==> src/rtl/mem_req_arbiter_pkg.sv <==
// Shared types and helpers for the DRAM request-port arbiter.
// Imported by the interface, the round-robin picker and the top.
package mem_arb_pkg;

    typedef enum logic [1:0] {
        IDLE,
        ISSUE,
        WAIT,
        RESP
    } state_t;

    localparam logic RW_READ  = 1'b0;
    localparam logic RW_WRITE = 1'b1;

    // Wide enough to hold TIMEOUT-1; a disabled watchdog still needs one bit.
    function automatic int cnt_width(input int timeout);
        return (timeout < 2) ? 1 : $clog2(timeout);
    endfunction

endpackage

==> src/rtl/mem_req_arbiter_if.sv <==
// Requester-side and controller-side signals of the arbiter.
// The arbiter uses the slave modport; the environment uses master.
interface mem_req_arbiter_if #(
    parameter int NUM_REQ = 2
);
    import mem_arb_pkg::*;

    localparam int IDW = $clog2(NUM_REQ);

    logic [NUM_REQ-1:0]       req_valid;
    logic [NUM_REQ-1:0]       req_rw;
    logic [NUM_REQ-1:0][31:0] req_addr;
    logic [NUM_REQ-1:0][31:0] req_data;
    logic [NUM_REQ-1:0]       req_ack;
    logic [NUM_REQ-1:0]       res_valid;
    logic [31:0]              res_data;
    logic                     res_err;
    logic [31:0]              mem_req_addr;
    logic [31:0]              mem_req_data;
    logic                     mem_req_rw;
    logic                     mem_req_valid;
    logic [31:0]              mem_res_data;
    logic                     mem_res_ready;
    logic                     mem_busy;
    logic [IDW-1:0]           grant_id;
    logic                     idle;

    modport slave (
        input  req_valid, req_rw, req_addr, req_data,
        input  mem_res_data, mem_res_ready, mem_busy,
        output req_ack, res_valid, res_data, res_err,
        output mem_req_addr, mem_req_data, mem_req_rw, mem_req_valid,
        output grant_id, idle
    );

    modport master (
        output req_valid, req_rw, req_addr, req_data,
        output mem_res_data, mem_res_ready, mem_busy,
        input  req_ack, res_valid, res_data, res_err,
        input  mem_req_addr, mem_req_data, mem_req_rw, mem_req_valid,
        input  grant_id, idle
    );

endinterface

==> src/rtl/mem_req_arbiter_rr_arbiter.sv <==
// Combinational round-robin picker: first set request at or above
// the pointer, wrapping modulo N.
module rr_arbiter
    import mem_arb_pkg::*;
#(
    parameter  int N  = 2,
    localparam int IW = $clog2(N)
) (
    input  logic [N-1:0]  req_i,
    input  logic [IW-1:0] ptr_i,
    output logic [IW-1:0] grant_o,
    output logic          any_o
);

    function automatic logic [IW-1:0] rot(input logic [IW-1:0] p, input int i);
        int s;
        s = int'(p) + i;
        if (s >= N) s = s - N;
        return IW'(s);
    endfunction

    logic found;

    always_comb begin
        grant_o = '0;
        found   = 1'b0;
        for (int i = 0; i < N; i++) begin
            if (!found && req_i[rot(ptr_i, i)]) begin
                grant_o = rot(ptr_i, i);
                found   = 1'b1;
            end
        end
        any_o = found;
    end

endmodule

==> src/rtl/mem_req_arbiter.sv <==
// Round-robin arbiter sharing one DRAM request port between requesters,
// one transaction in flight, with a response watchdog.
module mem_req_arbiter
    import mem_arb_pkg::*;
#(
    parameter  int NUM_REQ = 2,
    parameter  int TIMEOUT = 4096,
    localparam int IDW     = $clog2(NUM_REQ)
) (
    input logic clk,
    input logic rstn,
    mem_req_arbiter_if.slave bus
);

    localparam int             CW    = cnt_width(TIMEOUT);
    localparam logic [CW-1:0]  LIMIT = CW'(TIMEOUT == 0 ? 0 : TIMEOUT - 1);
    localparam logic [NUM_REQ-1:0] ONE = NUM_REQ'(1);

    state_t         state_q, state_d;
    logic [IDW-1:0] grant_q, grant_d;
    logic [IDW-1:0] ptr_q, ptr_d;
    logic [31:0]    addr_q, addr_d;
    logic [31:0]    wdata_q, wdata_d;
    logic [31:0]    rdata_q, rdata_d;
    logic           rw_q, rw_d;
    logic           err_q, err_d;
    logic [CW-1:0]  cnt_q, cnt_d;
    logic [IDW-1:0] win;
    logic           any;
    logic           expired;
    logic [31:0]    rsp_data;

    rr_arbiter #(.N(NUM_REQ)) u_rr (
        .req_i   (bus.req_valid),
        .ptr_i   (ptr_q),
        .grant_o (win),
        .any_o   (any)
    );

    // Writes return no data even if the controller drives its bus.
    assign rsp_data = (rw_q == RW_READ) ? bus.mem_res_data : '0;
    assign expired  = (TIMEOUT != 0) && (cnt_q == LIMIT);

    always_comb begin
        state_d = state_q;
        grant_d = grant_q;
        ptr_d   = ptr_q;
        addr_d  = addr_q;
        wdata_d = wdata_q;
        rdata_d = rdata_q;
        rw_d    = rw_q;
        err_d   = err_q;
        cnt_d   = cnt_q;
        unique case (state_q)
            IDLE: begin
                if (any && !bus.mem_busy) begin
                    grant_d = win;
                    addr_d  = bus.req_addr[win];
                    wdata_d = bus.req_data[win];
                    rw_d    = bus.req_rw[win] ? RW_WRITE : RW_READ;
                    state_d = ISSUE;
                end
            end
            ISSUE: begin
                ptr_d = (grant_q == IDW'(NUM_REQ - 1)) ? '0 : grant_q + 1'b1;
                cnt_d = '0;
                if (bus.mem_res_ready) begin
                    rdata_d = rsp_data;
                    err_d   = 1'b0;
                    state_d = RESP;
                end else begin
                    state_d = WAIT;
                end
            end
            WAIT: begin
                cnt_d = cnt_q + 1'b1;
                if (bus.mem_res_ready) begin
                    rdata_d = rsp_data;
                    err_d   = 1'b0;
                    state_d = RESP;
                end else if (expired) begin
                    rdata_d = '0;
                    err_d   = 1'b1;
                    state_d = RESP;
                end
            end
            RESP: begin
                cnt_d   = '0;
                state_d = IDLE;
            end
            default: state_d = IDLE;
        endcase
    end

    always_ff @(posedge clk or negedge rstn) begin
        if (!rstn) begin
            state_q <= IDLE;
            grant_q <= '0;
            ptr_q   <= '0;
            addr_q  <= '0;
            wdata_q <= '0;
            rdata_q <= '0;
            rw_q    <= 1'b0;
            err_q   <= 1'b0;
            cnt_q   <= '0;
        end else begin
            state_q <= state_d;
            grant_q <= grant_d;
            ptr_q   <= ptr_d;
            addr_q  <= addr_d;
            wdata_q <= wdata_d;
            rdata_q <= rdata_d;
            rw_q    <= rw_d;
            err_q   <= err_d;
            cnt_q   <= cnt_d;
        end
    end

    assign bus.mem_req_valid = (state_q == ISSUE);
    assign bus.mem_req_addr  = addr_q;
    assign bus.mem_req_data  = wdata_q;
    assign bus.mem_req_rw    = rw_q;
    assign bus.req_ack       = (state_q == ISSUE) ? (ONE << grant_q) : '0;
    assign bus.res_valid     = (state_q == RESP) ? (ONE << grant_q) : '0;
    assign bus.res_data      = rdata_q;
    assign bus.res_err       = (state_q == RESP) && err_q;
    assign bus.grant_id      = grant_q;
    assign bus.idle          = (state_q == IDLE);

endmodule

==> src/flat_wrapper.sv <==
// flat-port wrapper written by rule: the top's interface ports become plain ports
module mem_req_arbiter_flat import mem_arb_pkg::*;
#(
    parameter  int NUM_REQ = 2,
    parameter  int TIMEOUT = 4096,
    localparam int IDW     = $clog2(NUM_REQ)
)
  (clk, rstn, bus_req_valid, bus_req_rw, bus_req_addr, bus_req_data, bus_mem_res_data, bus_mem_res_ready, bus_mem_busy, bus_req_ack, bus_res_valid, bus_res_data, bus_res_err, bus_mem_req_addr, bus_mem_req_data, bus_mem_req_rw, bus_mem_req_valid, bus_grant_id, bus_idle);
  mem_req_arbiter_if #(.NUM_REQ(NUM_REQ)) bus_i ();
  input logic clk;
  input logic rstn;
  input wire logic [$bits(bus_i.req_valid)-1:0] bus_req_valid;
  input wire logic [$bits(bus_i.req_rw)-1:0] bus_req_rw;
  input wire logic [$bits(bus_i.req_addr)-1:0] bus_req_addr;
  input wire logic [$bits(bus_i.req_data)-1:0] bus_req_data;
  input wire logic [$bits(bus_i.mem_res_data)-1:0] bus_mem_res_data;
  input wire logic [$bits(bus_i.mem_res_ready)-1:0] bus_mem_res_ready;
  input wire logic [$bits(bus_i.mem_busy)-1:0] bus_mem_busy;
  output wire logic [$bits(bus_i.req_ack)-1:0] bus_req_ack;
  output wire logic [$bits(bus_i.res_valid)-1:0] bus_res_valid;
  output wire logic [$bits(bus_i.res_data)-1:0] bus_res_data;
  output wire logic [$bits(bus_i.res_err)-1:0] bus_res_err;
  output wire logic [$bits(bus_i.mem_req_addr)-1:0] bus_mem_req_addr;
  output wire logic [$bits(bus_i.mem_req_data)-1:0] bus_mem_req_data;
  output wire logic [$bits(bus_i.mem_req_rw)-1:0] bus_mem_req_rw;
  output wire logic [$bits(bus_i.mem_req_valid)-1:0] bus_mem_req_valid;
  output wire logic [$bits(bus_i.grant_id)-1:0] bus_grant_id;
  output wire logic [$bits(bus_i.idle)-1:0] bus_idle;
  assign bus_i.req_valid = bus_req_valid;
  assign bus_i.req_rw = bus_req_rw;
  assign bus_i.req_addr = bus_req_addr;
  assign bus_i.req_data = bus_req_data;
  assign bus_i.mem_res_data = bus_mem_res_data;
  assign bus_i.mem_res_ready = bus_mem_res_ready;
  assign bus_i.mem_busy = bus_mem_busy;
  assign bus_req_ack = bus_i.req_ack;
  assign bus_res_valid = bus_i.res_valid;
  assign bus_res_data = bus_i.res_data;
  assign bus_res_err = bus_i.res_err;
  assign bus_mem_req_addr = bus_i.mem_req_addr;
  assign bus_mem_req_data = bus_i.mem_req_data;
  assign bus_mem_req_rw = bus_i.mem_req_rw;
  assign bus_mem_req_valid = bus_i.mem_req_valid;
  assign bus_grant_id = bus_i.grant_id;
  assign bus_idle = bus_i.idle;
  mem_req_arbiter #(.NUM_REQ(NUM_REQ), .TIMEOUT(TIMEOUT)) u_core (.clk(clk), .rstn(rstn), .bus(bus_i));
endmodule
==> config.mk <==
export PLATFORM = sky130hd
export DESIGN_NAME = mem_req_arbiter_flat
export DESIGN_NICKNAME = d
export VERILOG_FILES = /design/src/rtl/mem_req_arbiter_pkg.sv /design/src/rtl/mem_req_arbiter_if.sv /design/src/rtl/mem_req_arbiter_rr_arbiter.sv /design/src/rtl/mem_req_arbiter.sv /design/src/flat_wrapper.sv
export SDC_FILE = /design/constraint.sdc
export NUM_CORES = 1
export LEC_CHECK = 0
export BUFFER_PORTS_ARGS = -buffer_cell sky130_fd_sc_hd__buf_2
export CORE_ASPECT_RATIO = 0.8
export CORE_MARGIN = 8
export CORE_UTILIZATION = 40
export CTS_CLUSTER_SIZE = 30
export DETAILED_ROUTE_END_ITERATION = 6
export GPL_TIMING_DRIVEN = 0
export PLACE_DENSITY = 0.76
export SYNTH_ARGS = -nofsm -noshare
export SYNTH_HDL_FRONTEND = slang
export SYNTH_SLANG_ARGS = --single-unit
==> constraint.sdc <==
create_clock -name clk -period 1.67 [get_ports clk]
set_input_delay 0.167 -clock clk [delete_from_list [all_inputs] [get_ports clk]]
set_output_delay 0.167 -clock clk [all_outputs]
set_load 0.01 [all_outputs]
# Word level (Yosys, flattened, before mapping)
# Cells that the tools add are included.
[totals]
rom_bits = 0
in_bits = 168
mem_count = 0
regBits = 114
ram_bits = 0
latch_bits = 0
output_inout_bits = 105
[op_classes]
reduce_logical = 12
n_mul = 0
eq_ne = 7
n_mux = 35
add_sub_neg = 5
n_lt_le_gt_ge = 5
n_div = 0
bitwise = 0
n_shift = 1
[op_table]
columns = ["cell", "n"]
rows = [
  ["32-bit 2-to-1 mux", 8],
  ["32-bit case mux with 2 select lines", 1],
  ["12-bit case mux with 2 select lines", 1],
  ["1-bit 2-to-1 mux", 18],
  ["12-bit by 1-bit adder with 12-bit output (second input constant)", 1],
  ["12-bit equality test (second input constant)", 1],
  ["2-bit 2-to-1 mux", 5],
  ["2-bit case mux with 4 select lines", 1],
  ["1-bit by 2-bit less-than comparator with 1-bit output (second input constant)", 3],
  ["2-bit equality test (second input constant)", 2],
  ["2-bit AND reduction", 2],
  ["2-bit nonzero test", 2],
  ["1-bit logical AND", 3],
  ["3-bit by 2-bit != test with 1-bit output (second input constant)", 1],
  ["3-bit AND reduction", 1],
  ["1-bit by 1-bit adder with 2-bit output (second input constant)", 1],
  ["2-bit by 1-bit equality test with 1-bit output (second input constant)", 1],
  ["1-bit by 2-bit >= comparator with 1-bit output (second input constant)", 1],
  ["2-bit >= comparator (second input constant)", 1],
  ["1-bit logical NOT", 2],
  ["2-bit logical NOT", 1],
  ["2-bit by 1-bit != test with 1-bit output (second input constant)", 1],
  ["2-bit != test (second input constant)", 1],
  ["1-bit case mux with 2 select lines", 1],
  ["other kinds (4)", 5],
]

# Logic depth before layout (Yosys ltp)
[depth]
ltp_word = 11
ltp_mapped = 8

# By module
# A second synthesis with hierarchy kept.
[unflattened]
hier_cells = 454
hier_area_um2 = 5094.9
[modules_own_cells]
columns = ["mod", "n_inst", "cells_each", "area_per_inst_um2"]
rows = [
  ["mem_req_arbiter", 1, 451, 5077.4],
  ["rr_arbiter", 1, 3, 17.5],
]

# Worst setup path after synthesis
# Ideal clock, no wire load.
[synth_path]
path_kind = "reg2reg"
from = "register u_core.state_q[1]"
to = "register u_core.rdata_q[10], in the netlist u_core.bus.res_data[10]"
required_ps = 1549
path_slack_ps = -79
path_buffers = 2
stages_incl_launch_ff = 8
arrival_ps = 1628
cell_sequence = "dfrtp_1 > inv_1 > ha_1 > buf_2 > o21ai_1 > nor2_1 > buf_2 > a32o_2"
[synth_between]
elab_chain_len = 3
[synth_rtl]
columns = ["element", "line_no", "rtl"]
rows = [
  ["from (decl)", "mem_req_arbiter.sv:19", "state_t state_q, state_d;"],
  ["from (signal assigned)", "mem_req_arbiter.sv:107", "state_q <= state_d;"],
  ["2-bit by 1-bit equality test with 1-bit output *", "-", ""],
  ["named net bus_mem_req_valid", "flat_wrapper.sv:26", "output wire logic [$bits(bus_i.mem_req_valid)-1:0] bus_mem_req_valid;"],
  ["2-bit != test (no line) or 2-bit nonzero test (tied branches)", "-", ""],
  ["3-bit AND reduction (no line)", "-", ""],
  ["to (signal assigned)", "mem_req_arbiter.sv:112", "rdata_q <= rdata_d;"],
  ["to (decl)", "mem_req_arbiter.sv:24", "logic [31:0] rdata_q, rdata_d;"],
]
# Mark *: on every way through the listed nets, which the timed path passes. The rest lies on a longest branch.
# A chain may end at the register's enable or synchronous reset.

# Worst setup path in the final report
[layout_path]
from = "register u_core.state_q[0]"
to = "register u_core.rdata_q[14], in the netlist u_core.bus.res_data[14]"
[layout_between]
elab_chain_len = 3
[layout_rtl]
columns = ["element", "line_no", "rtl"]
rows = [
  ["2-bit equality test or 2-bit by 1-bit equality test with 1-bit output (tied branches)", "mem_req_arbiter.sv:54", "unique case (state_q)"],
  ["3-bit by 2-bit != test with 1-bit output (no line), or another cell as far along", "-", ""],
  ["3-bit AND reduction (no line)", "-", ""],
]
# Several ways; a longest one is shown, not always the timed one.

==> flow_summary.yaml <==
status:
  status: "finished, violations left"
  violations: "setup timing"
power:
  power_density_mw_per_mm2: 1690
  p_leak_nw: 4.22
  p_sw_w: 0.00489
  switching_share: 0.362
  power.total_w: 0.0135
  ir_drop_mv: 0.734
  p_comb_frac: 0.411
  p_int_w: 0.00864
  clock_power_share: 0.245
  seqPwrFrac: 0.345
global_routing:
  grt_pass1_wl_um: 27400
  first_global_vias: 5246
  antenna_found_initial: 0
  globalRouteOverflowTotal: 0
  grt_max_degree: 61
  grtUsageTotal: 0.205
drt:
  vias: 4964
  remaining_drc_errors: 0
  dr.pass1.iters: 4
  final_antenna_net_count: 0
  drt_wl_total_um: 17900
  routedWlPerCell_um: 18.1
  via_per_inst: 5.03
  drtIter0Drc: 219
critical_path:
  crit_type: "flip-flop to flip-flop"
  crit_path_start_kind: "flip-flop"
  worstReg2RegEnd: "u_core.bus.res_data[14]$_DFFE_PN0P_"
  path_depth: 6
  crit_path_top_delay_cell: "dfrtp_2"
  arrival_ns: 2.01
  critPathMaxStageDelay_ns: 0.46
  cp_max_fo: 10
  reg2regPathDepth: 6
  cp.required_ns: 1.95
  cp_top_family: "compound AO/OA/AOI/OAI gates"
  r2r_start: "u_core.state_q[0]$_DFFE_PN0P_"
  critPathCaptureType: "flip-flop"
  reg2reg_slack_ns: -0.06
  crit_path_cell_trace: "ha_4, buf_8, o21ai_4, nor2_1, buf_2, a32o_2"
  cp_num_buf_inv: 2
sta:
  setup_ws_ns: -0.0620
  fin_tns_setup_ns: -1.14
  hold_ws_ns: 0.0257
  hold_viol: 0
  slew_viol_final: 0
  clock_skew_ns: 0.0117
  rsz0062_at_grt: "true"
  maxSlewHeadroom: 0.622
  fin_crit_sh: 1.04
  tightest_slew_ns: 0.567
  fmax_mhz: 577
  setup-violations-final: 30
  period_minus_slack_ns: 1.73
place:
  gp_congestion: 0.766
  dpl.hpwl_um: 13200
  numPortBuffers: 272
  place_area_sq_mm: 0.00684
  dpl_worst_slack_ns: -0.407
floorplanning:
  die_area_sq_mm: 0.0170
  initial_core_util: 0.407
  dieHeight_um: 118
  die_w_um: 144
  rows: 37
  core_area_sq_mm: 0.0128
  io_pins: 273
min_path:
  hold_class: "input pin to flip-flop"
  min_path_cells: 2
  min_from: "bus_mem_res_data[10]"
  min_to: "u_core.bus.res_data[10]$_DFFE_PN0P_"
yosys:
  syn_avg_cell_area_sq_um: 11.3
  yosys_warnings: 0
  syn_nets: 637
  syn_inst: 463
  ys_types: 38
  synth.yosys.seq_area_share: 0.546
  synth_edf_count: 0
  ys_ff_latch: 114
  synthesis.area_sq_mm: 0.00522
  yosys_most_used_dff: "dfrtp_1"
  async_flop_share: 1.00
clock_network:
  clk_path_buf_depth: 2
  cts_tree: "done"
  clockRootBuffer: "clkbuf_16"
  cts_sinks: 114
  h-tree-depth: 4
  cts.clk_slew.worst_paths_ns: 0.05
  insertion_delay_ns: 0.40
  cts_made_buffers: 17
cells_and_area:
  finalNetCount: 973
  syn2layout_area_growth_pct: 53.6
  n_antenna_cell: 0
  final_cell_area_sq_mm: 0.00802
  fillers: 1033
  layout-drive-gt1-share: 0.498
job:
  cap_violations: 0
-- layout by cell type (no fill, tap or decap), drive strengths merged, types with 2 or more instances in the layout --
| cell type | count |
|---|---|
| or3 | 3 |
| dlygate4sd3 | 31 |
| o21ai | 7 |
| buf | 313 |
| clkinvlp | 3 |
| dfrtp | 114 |
| xnor2 | 6 |
| nand2 | 5 |
| inv | 7 |
| a32o | 31 |
| nor2b | 4 |
| nor3 | 7 |
| clkinv | 6 |
| nand3 | 4 |
| a21oi | 73 |
| mux2i | 66 |
| ha | 6 |
| nand4 | 2 |
| o31ai | 2 |
| nor2 | 81 |
| clkbuf | 26 |
| and2 | 3 |
-- synthesized netlist by cell type, drive strengths merged, types with 5 or more instances --
cell / instances / share of area
dfrtp: 114 / 0.55
nor2: 81 / 0.059
a21oi: 73 / 0.070
mux2i: 66 / 0.13
a32o: 31 / 0.067
buf: 29 / 0.036
inv: 7 / 0.0050
nor3: 7 / 0.0077
o21ai: 7 / 0.0067
ha: 6 / 0.014
xnor2: 6 / 0.010
nand2: 5 / 0.0041
-- flip-flops by register name, summed over array words and instances (netlist names) --
name,cells
u_core.bus.grant_id,1
u_core.bus.mem_req_addr,32
u_core.bus.mem_req_data,32
u_core.bus.mem_req_rw,1
u_core.bus.res_data,32
u_core.cnt_q,12
u_core.err_q,1
u_core.ptr_q,1
u_core.state_q,2
-- timing repair --
| action | 4_1_cts | 5_1_grt |
|---|---|---|
| resized for setup | 29 | 40 |
| hold endpoints to repair | 89 | 0 |
| buffers inserted | 5 | 6 |
| hold buffers | 31 | 0 |
| pin swaps | 5 | 8 |
| gates cloned | 0 | 2 |
| endpoints found under the setup margin | 109 | 94 |
-- per-layer routing --
| layer | routed length [um] | global-route usage | up-vias |
|---|---|---|---|
| met5 | 0 | 0 | - |
| met4 | 321 | 0.0616 | 0 |
| met3 | 1750 | 0.0845 | 23 |
| met2 | 8480 | 0.338 | 235 |
| met1 | 7340 | 0.238 | 2377 |
| li1 | - | - | 2329 |
-- final cells by class --
class | instances | area (sq um) | share of cell area
sequential | 114 | 2850 | 0.356
timing repair buffer | 317 | 1830 | 0.228
multi-input combinational | 310 | 2230 | 0.279
tap | 175 | 219 | 0.0273
clock buffer | 21 | 460 | 0.0574
clock inverter | 10 | 86.3 | 0.0108
buffer | 32 | 307 | 0.0382
inverter | 7 | 28.8 | 0.00359
-- through the flow --
step,instances,utilization
floorplan,463,-
global placement,910,0.531
detailed placement,911,0.534
CTS,978,0.610
global route,986,0.626
finish,986,0.626
-- power groups by stage --
stage               Combinational, W  Sequential (W)  Clock, W
floorplan                    0.00230         0.00513         0
global placement             0.00493         0.00461         0
detailed placement           0.00504         0.00465         0
CTS                          0.00532         0.00464   0.00338
global route                 0.00610         0.00480   0.00351
finish                       0.00556         0.00467   0.00331
-- kinds of logic after synthesis --
group                    count (synthesis)  synth area share
AO/OA/AOI/OAI                          117             0.155
XOR/XNOR                                 7            0.0117
adder cells (fa/ha/maj)                  6            0.0144
buffers and inverters                   39            0.0436
flip-flops                             114             0.546
multiplexers                            66             0.127
AND/OR/NAND/NOR                        114             0.103
-- how the worst max path moves through the flow --
stage | startpoint | to
after CTS | u_core.state_q[0]$_DFFE_PN0P_ | u_core.bus.res_data[10]$_DFFE_PN0P_
after global routing | u_core.state_q[0]$_DFFE_PN0P_ | u_core.bus.res_data[14]$_DFFE_PN0P_
after global placement | rstn | u_core.bus.mem_req_data[23]$_DFFE_PN0P_
after floorplan | u_core.state_q[1]$_DFFE_PN0P_ | u_core.bus.res_data[10]$_DFFE_PN0P_
after detailed placement | u_core.state_q[0]$_DFFE_PN0P_ | u_core.bus.mem_req_rw$_DFFE_PN0P_
final | u_core.state_q[0]$_DFFE_PN0P_ | u_core.bus.res_data[14]$_DFFE_PN0P_
Note: power is estimated with default switching activity, not from simulation.
